==> config.mk <==
export PLATFORM = sky130hd
export DESIGN_NAME = flash_rd_ctrl
export DESIGN_NICKNAME = d
export VERILOG_FILES = /design/src/rtl/flash_rd_ctrl.sv
export SDC_FILE = /design/constraint.sdc
export NUM_CORES = 1
export LEC_CHECK = 0
export CAP_MARGIN = 0
export CORE_MARGIN = 4
export CORE_UTILIZATION = 29
export DETAILED_ROUTE_END_ITERATION = 7
export GPL_TIMING_DRIVEN = 0
export PLACE_DENSITY = 0.67
export SETUP_SLACK_MARGIN = 0.05
export SLEW_MARGIN = 25
export SYNTH_ARGS = -nofsm -noshare
export SYNTH_HDL_FRONTEND = slang
export SYNTH_SLANG_ARGS = --single-unit
export TNS_END_PERCENT = 100
==> constraint.sdc <==
create_clock -name clk25 -period 2.5 [get_ports clk25]
set_input_delay 0.5 -clock clk25 [delete_from_list [all_inputs] [get_ports clk25]]
set_output_delay 0.5 -clock clk25 [all_outputs]
set_load 0.01 [all_outputs]
==> src/rtl/flash_rd_ctrl.sv <==
// Read-only NOR flash sequencer: power-up RESET# pulse, then timed
// CE#/OE# word reads driven by a valid/ready request port.
module flash_rd_ctrl #(
    parameter int ADDR_W        = 21,
    parameter int DATA_W        = 16,
    parameter int RST_PULSE_CYC = 13,
    parameter int RST_RECOV_CYC = 8,
    parameter int RD_WAIT_CYC   = 3,
    parameter int TURN_CYC      = 1
) (
    input  logic              clk25,
    input  logic              rst_,
    input  logic              flash_rst_req,
    input  logic              req_valid,
    output logic              req_ready,
    input  logic [ADDR_W-1:0] req_addr,
    output logic              rsp_valid,
    output logic [DATA_W-1:0] rsp_data,
    output logic              busy,
    output logic              flash_reset_,
    output logic              flash_ce_,
    output logic              flash_oe_,
    output logic              flash_we_,
    output logic [ADDR_W-1:0] flash_a,
    input  logic [DATA_W-1:0] flash_dq_i
);

    localparam int M0 = (RST_PULSE_CYC > RST_RECOV_CYC) ?
                        RST_PULSE_CYC : RST_RECOV_CYC;
    localparam int M1 = (M0 > RD_WAIT_CYC) ? M0 : RD_WAIT_CYC;
    localparam int CNT_MAX = (M1 > TURN_CYC) ? M1 : TURN_CYC;
    localparam int CNT_W = $clog2(CNT_MAX + 1);

    localparam logic [CNT_W-1:0] PULSE_LD = CNT_W'(RST_PULSE_CYC - 1);
    localparam logic [CNT_W-1:0] RECOV_LD = CNT_W'(RST_RECOV_CYC - 1);
    localparam logic [CNT_W-1:0] WAIT_LD  = CNT_W'(RD_WAIT_CYC - 1);
    localparam logic [CNT_W-1:0] TURN_LD  =
        CNT_W'((TURN_CYC > 0) ? TURN_CYC - 1 : 0);

    typedef enum logic [2:0] {
        S_RST_LOW,
        S_RST_RECOV,
        S_IDLE,
        S_ACCESS,
        S_TURN
    } state_t;

    state_t             r_state;
    state_t             w_nxt_state;
    logic [CNT_W-1:0]   r_cnt;
    logic [CNT_W-1:0]   w_nxt_cnt;
    logic               w_req_ready;
    logic               w_accept;
    logic               w_done;

    logic               r_flash_rst_n;
    logic               r_ce_n;
    logic               r_oe_n;
    logic [ADDR_W-1:0]  r_addr;
    logic [DATA_W-1:0]  r_rsp_data;
    logic               r_rsp_valid;

    assign w_req_ready = (r_state == S_IDLE) & ~flash_rst_req;

    // Counter is reloaded on every state entry and saturates at zero.
    always_comb begin
        w_nxt_state = r_state;
        w_nxt_cnt   = (r_cnt != '0) ? r_cnt - 1'b1 : '0;
        w_accept    = 1'b0;
        w_done      = 1'b0;
        if (flash_rst_req) begin
            w_nxt_state = S_RST_LOW;
            w_nxt_cnt   = PULSE_LD;
        end else begin
            unique case (r_state)
                S_RST_LOW: begin
                    if (r_cnt == '0) begin
                        w_nxt_state = S_RST_RECOV;
                        w_nxt_cnt   = RECOV_LD;
                    end
                end
                S_RST_RECOV: begin
                    if (r_cnt == '0) begin
                        w_nxt_state = S_IDLE;
                        w_nxt_cnt   = '0;
                    end
                end
                S_IDLE: begin
                    w_nxt_cnt = '0;
                    if (req_valid) begin
                        w_accept    = 1'b1;
                        w_nxt_state = S_ACCESS;
                        w_nxt_cnt   = WAIT_LD;
                    end
                end
                S_ACCESS: begin
                    if (r_cnt == '0) begin
                        w_done      = 1'b1;
                        w_nxt_state = (TURN_CYC > 0) ? S_TURN : S_IDLE;
                        w_nxt_cnt   = TURN_LD;
                    end
                end
                S_TURN: begin
                    if (r_cnt == '0) begin
                        w_nxt_state = S_IDLE;
                        w_nxt_cnt   = '0;
                    end
                end
                default: begin
                    w_nxt_state = S_RST_LOW;
                    w_nxt_cnt   = PULSE_LD;
                end
            endcase
        end
    end

    always_ff @(posedge clk25 or negedge rst_) begin
        if (!rst_) begin
            r_state <= S_RST_LOW;
            r_cnt   <= PULSE_LD;
        end else begin
            r_state <= w_nxt_state;
            r_cnt   <= w_nxt_cnt;
        end
    end

    always_ff @(posedge clk25 or negedge rst_) begin
        if (!rst_) begin
            r_flash_rst_n <= 1'b0;
            r_ce_n        <= 1'b1;
            r_oe_n        <= 1'b1;
            r_addr        <= '0;
            r_rsp_data    <= '0;
            r_rsp_valid   <= 1'b0;
        end else begin
            r_flash_rst_n <= (w_nxt_state != S_RST_LOW);
            r_ce_n        <= (w_nxt_state != S_ACCESS);
            r_oe_n        <= (w_nxt_state != S_ACCESS);
            r_rsp_valid   <= w_done;
            if (w_accept) begin
                r_addr <= req_addr;
            end
            if (w_done) begin
                r_rsp_data <= flash_dq_i;
            end
        end
    end

    assign req_ready    = w_req_ready;
    assign rsp_valid    = r_rsp_valid;
    assign rsp_data     = r_rsp_data;
    assign busy         = (r_state != S_IDLE);
    assign flash_reset_ = r_flash_rst_n;
    assign flash_ce_    = r_ce_n;
    assign flash_oe_    = r_oe_n;
    assign flash_we_    = 1'b1;
    assign flash_a      = r_addr;

endmodule

* Word-level counts from Yosys, hierarchy flattened *
Cells that the tools add are included.

storage, ports and cells
  register bits after elaboration = 47
  latch bits = 0
  memory bits (writable) = 0
  memory bits (read-only) = 0
  input bits = 41
  memories = 0

operators by class
  add/subtract/negate cells = 1
  multipliers = 0
  div/mod/pow operators = 0
  magnitude comparators = 0
  eq/ne operators = 6
  shift operators = 0
  multiplexer cells = 18
  bitwise operators = 2
  reduce and logical (&&, ||, !) cells = 6

operators with widths
  cell                                                 number
  2-to-1 mux 4 bit                                     4
  2-to-1 mux 3 bit                                     5
  one-hot mux 3 bit (4 select lines)                   1
  one-hot mux 4 bit (3 select lines)                   1
  equality test 3 x 2 -> 1 bit, second input constant  2
  2-to-1 mux 1 bit                                     6
  != test 3 x 2 -> 1 bit, second input constant        2
  logical NOT 4 bit                                    1
  nonzero test 4 bit                                   1
  subtractor 4 x 1 -> 4 bit, second input constant     1
  equality test 3 x 1 -> 1 bit, second input constant  1
  equality test 3 bit, second input constant           1
  logical NOT 3 bit                                    1
  nonzero test 3 bit                                   1
  OR reduction 3 bit                                   1
  2-to-1 mux 2 bit                                     1
  OR reduction 2 bit                                   1
  AND 1 bit                                            1
  NOT 1 bit                                            1

* Logic depth before layout (Yosys ltp) *
  depth after elaboration = 5
  depth in mapped cells = 5
  depth with buffers taken out = 3

* Least setup slack after synthesis *
Ideal clock, no wire load.

  path type = register -> register
  start point = register r_cnt[1]
  end point = register r_rsp_data[13] (netlist: rsp_data[13])
  setup time = 0.127 ns
  arrival time = 1.450 ns
  required time = 2.373 ns
  slack = 0.923 ns
  cell stages (with the launch flop) = 5
  buffers on the path = 1
  cells stage by stage = dfrtp_1 -> nor4_4 -> nand3_4 -> buf_6 -> mux2_1

on the way
  longest elaborated chain between the ends = 4

ends and longest elaborated chain
  item                      line  text
  start: declaration        50    logic [CNT_W-1:0] r_cnt;
  start signal: assignment  123   r_cnt <= w_nxt_cnt;
  logical NOT 4 bit         97    if (r_cnt == '0) begin
  2-to-1 mux 1 bit          97
  2-to-1 mux 1 bit          75    unique case (r_state)
  2-to-1 mux 1 bit          71    if (flash_rst_req) begin
  end signal: assignment    144   r_rsp_data <= flash_dq_i;
  end: declaration          60    logic [DATA_W-1:0] r_rsp_data;

No other way between the ends.
A chain may end at the register's enable or synchronous reset.

* Final worst setup path *
  start point = register r_state[2]
  end point = output req_ready

on the way
  longest elaborated chain between the ends = 2

ends and longest elaborated chain
  item                          line  text
  start: declaration            48    state_t r_state;
  start signal: assignment      122   r_state <= w_nxt_state;
  equality test 3 x 2 -> 1 bit  63    assign w_req_ready = (r_state == S_IDLE) & ~flash_rst_req;
  AND 1 bit                     63
  end: declaration              15    output logic req_ready,

No other way between the ends.

==> metrics.md <==
| Metric | Value |
|---|---|
| Outcome | `finished clean` |
| Worst-Margin Slew | `0.589 ns` |
| Remaining Overflow, GRT | `0` |
| Most frequent cell after synthesis | `dfrtp_1` |
| Initial core utilization | `29.9%` |
| DR vias | `1358` |
| Final count of hold timing violations | `0` |
| Area growth syn-to-layout | `52.7%` |
| Mapped Cells | `131` |
| Post-synth ARST share | `100%` |
| Cts hold-fix bufs | `0` |
| Min Tclk post-route | `2.25 ns` |
| Setup Skew | `0.00481 ns` |
| H-tree depth | `2` |
| Synthesized area | `1910 um^2` |
| Setup TNS | `0 ns` |
| Ys Warns | `0` |
| CTS buffer count | `5` |
| Crit-path cells | `buf_2 -> nor2b_1 -> nand2_1 -> nor2_1 -> clkdlybuf4s50_1` |
| Slowest CP cell | `clkdlybuf4s50_1` |
| Global-route wire length before repair | `6.61 mm` |
| Sequential fraction of the synthesis area | `61.8%` |
| Syn_nets | `172` |
| Dpl hpwl | `2.96 mm` |
| Data arrival, critical path | `1.75 ns` |
| Post-DRT Antenna Nets | `0` |
| Total power | `1.39 mW` |
| R2r setup slk | `0.74 ns` |
| Yosys top cell by area | `dfrtp_1` |
| Setup bufs post-CTS | `0` |
| All-Layer GR Usage | `10.7%` |
| Final instance area | `2920 um^2` |
| Clock Path Buffers | `2` |
| MaxCap Viol Count | `0` |
| Synth cell types | `32` |
| Worst r2r dst | `flash_a[10]$_DFFE_PN0P_` |
| First-pass DRT Iterations | `4` |
| Clock latency on the worst-skew pair | `0.29 ns` |
| Primary FF master, synth | `dfrtp_1` |
| Die H | `89.2 um` |
| Final net count | `262` |
| CTS tree | `yes` |
| RSZ-0062 raised after global routing | `false` |
| Max Slew Vio Count | `0` |
| # diodes | `0` |
| Setup CP Type | `reg2out` |
| Post-synth EDFFs | `0` |
| DRC | `0` |
| RePlAce Congestion | `0.769` |
| Chip Width | `89.2 um` |
| Clk slew on worst S/H paths | `0.08 ns` |
| Fin util | `45.7%` |
| # IOs | `85` |
| Share of cells above drive strength 1 | `26.1%` |
| CTS root buf | `clkbuf_8` |
| Core area | `6390 um^2` |
| Initial antenna violation count | `0` |
| Hold Crit Class | `in2async` |
| Top cells by count, synth | `44 x dfrtp_1, 36 x mux2_2, 5 x nand2_1` |
| Number of buffers added on ports | `83` |
| Max IR drop VDD | `0.000248 V` |
| Std cell rows | `29` |
| Final Worst Setup Slack | `0.249 ns` |
| Yosys reg bits | `47` |
| Worst Setup End Kind | `output port` |
| FF-to-FF path depth | `5` |
| Largest net degree at the start of global routing | `48` |
| Reg-to-reg startpoint | `r_state[2]$_DFF_PN0_` |
| Period utilization | `90.0%` |
| Max-slew headroom | `60.7%` |
| Setup violators final | `0` |
| Die area | `7950 um^2` |
| Max Fclk | `0.444 GHz` |
| Placed inst area | `2840 um^2` |
| DR WL/cell | `13.6 um` |
| Post_cts resized | `0` |
| Clock sinks | `47` |
| Avg Inst Size Synth | `14.6 um^2` |
| WP buf/inv | `2` |
| DRT iter0 DRCs | `35` |
| Crit path depth | `5` |
| Final WL | `4.06 mm` |
| Slowest stage delay, CP | `0.54 ns` |
| Pleak | `1.31 nW` |
| Delay-heaviest family, CP | `buffers and inverters` |
| Top cell type's share of synthesized area | `57.6%` |
| Synth area leaders | `dfrtp_1 58%, mux2_2 21%, dfstp_2 4.1%` |
| Pre-CTS setup slack | `0.148 ns` |
| Pwr/cell area | `475 nW/um^2` |
| CP Max Fanout | `9` |
| Drt via density | `4.54` |
| CP Launch Type | `flop` |
| Worst EP required | `2.00 ns` |
| Vias in the first global route | `1393` |
worst max-delay path by stage:
stage                          from                       end  slack (ns)
2_1_floorplan    r_cnt[1]$_DFF_PN0_  rsp_data[13]$_DFFE_PN0P_        0.92
3_3_place_gp                   rst_    flash_a[8]$_DFFE_PN0P_       -0.48
3_5_place_dp          flash_rst_req   flash_a[10]$_DFFE_PN0P_        0.15
4_1_cts        r_state[2]$_DFF_PN0_                 req_ready        0.24
5_1_grt        r_state[2]$_DFF_PN0_                 req_ready        0.16
6_report       r_state[2]$_DFF_PN0_                 req_ready        0.25
kinds of logic (layout without fill, tap and decap cells):
family / after synthesis / in the layout / share of synthesized area, %
xor+xnor: 3 / 3 / 1.38
simple gates: 21 / 21 / 7.66
buf+inv: 9 / 100 / 2.75
other cells: 1 / 1 / 0.196
flops: 47 / 47 / 61.8
mux: 38 / 38 / 22.3
compound gates: 12 / 12 / 3.93
report_power, final:
| part | internal [mW] | switching (mW) |
|---|---|---|
| sequential | 0.784 | 0.0212 |
| clock | 0.197 | 0.239 |
| combinational | 0.0948 | 0.0505 |
| total | 1.08 | 0.311 |
cells in the final DEF, fill, tap and decap left out, types with 2 or more instances in the layout:
cell / synthesis / routed
nor3_1: 2 / 2
dfstp_2: 3 / 3
dfrtp_1: 44 / 44
xnor2_1: 2 / 2
nor2_1: 3 / 3
nand2_1: 5 / 5
clkbuf_8: 0 / 5
buf_2: 3 / 3
o21ai_0: 3 / 3
nand3_1: 3 / 3
a21oi_1: 4 / 4
inv_1: 2 / 2
clkbuf_1: 1 / 3
clkdlybuf4s50_1: 0 / 82
buf_4: 2 / 3
mux2_2: 36 / 36
metrics by stage:
stage	cells	hold WS [ns]
final	299	0.195
after CTS	299	0.230
after global routing	299	0.253
after floorplan	131	0.204
after global placement	291	0.475
after detailed placement	291	0.491
worst register-to-register path, delay by kind of cell (launching register included):
| family | cells | cell delay (ns) |
|---|---|---|
| buf+inv | 2 | 0.42 |
| flops | 1 | 0.36 |
| mux | 1 | 0.29 |
| simple gates | 2 | 0.57 |
area by class of cell:
| class | count | area [um^2] |
|---|---|---|
| inverters | 2 | 7.51 |
| clock buffers | 7 | 76.3 |
| multi-input cells | 75 | 678 |
| fillers | 601 | 3470 |
| repair buffers | 83 | 828 |
| well taps | 77 | 96.3 |
| flip-flops and latches | 47 | 1180 |
| plain buffers | 7 | 45.0 |
| clock inverters | 1 | 5.00 |
per-layer routing:
layer	routed length [um]	track usage (%)
met5	0	0
met2	1840	16.2
met4	50	3.65
met3	539	6.27
met1	1640	12.8
state kept, by name, indices dropped and copies added (netlist names):
register,cells
r_cnt,4
flash_a,21
rsp_valid,1
flash_oe_,1
rsp_data,16
r_state,3
flash_reset_,1
(Power assumes the default switching activity.)
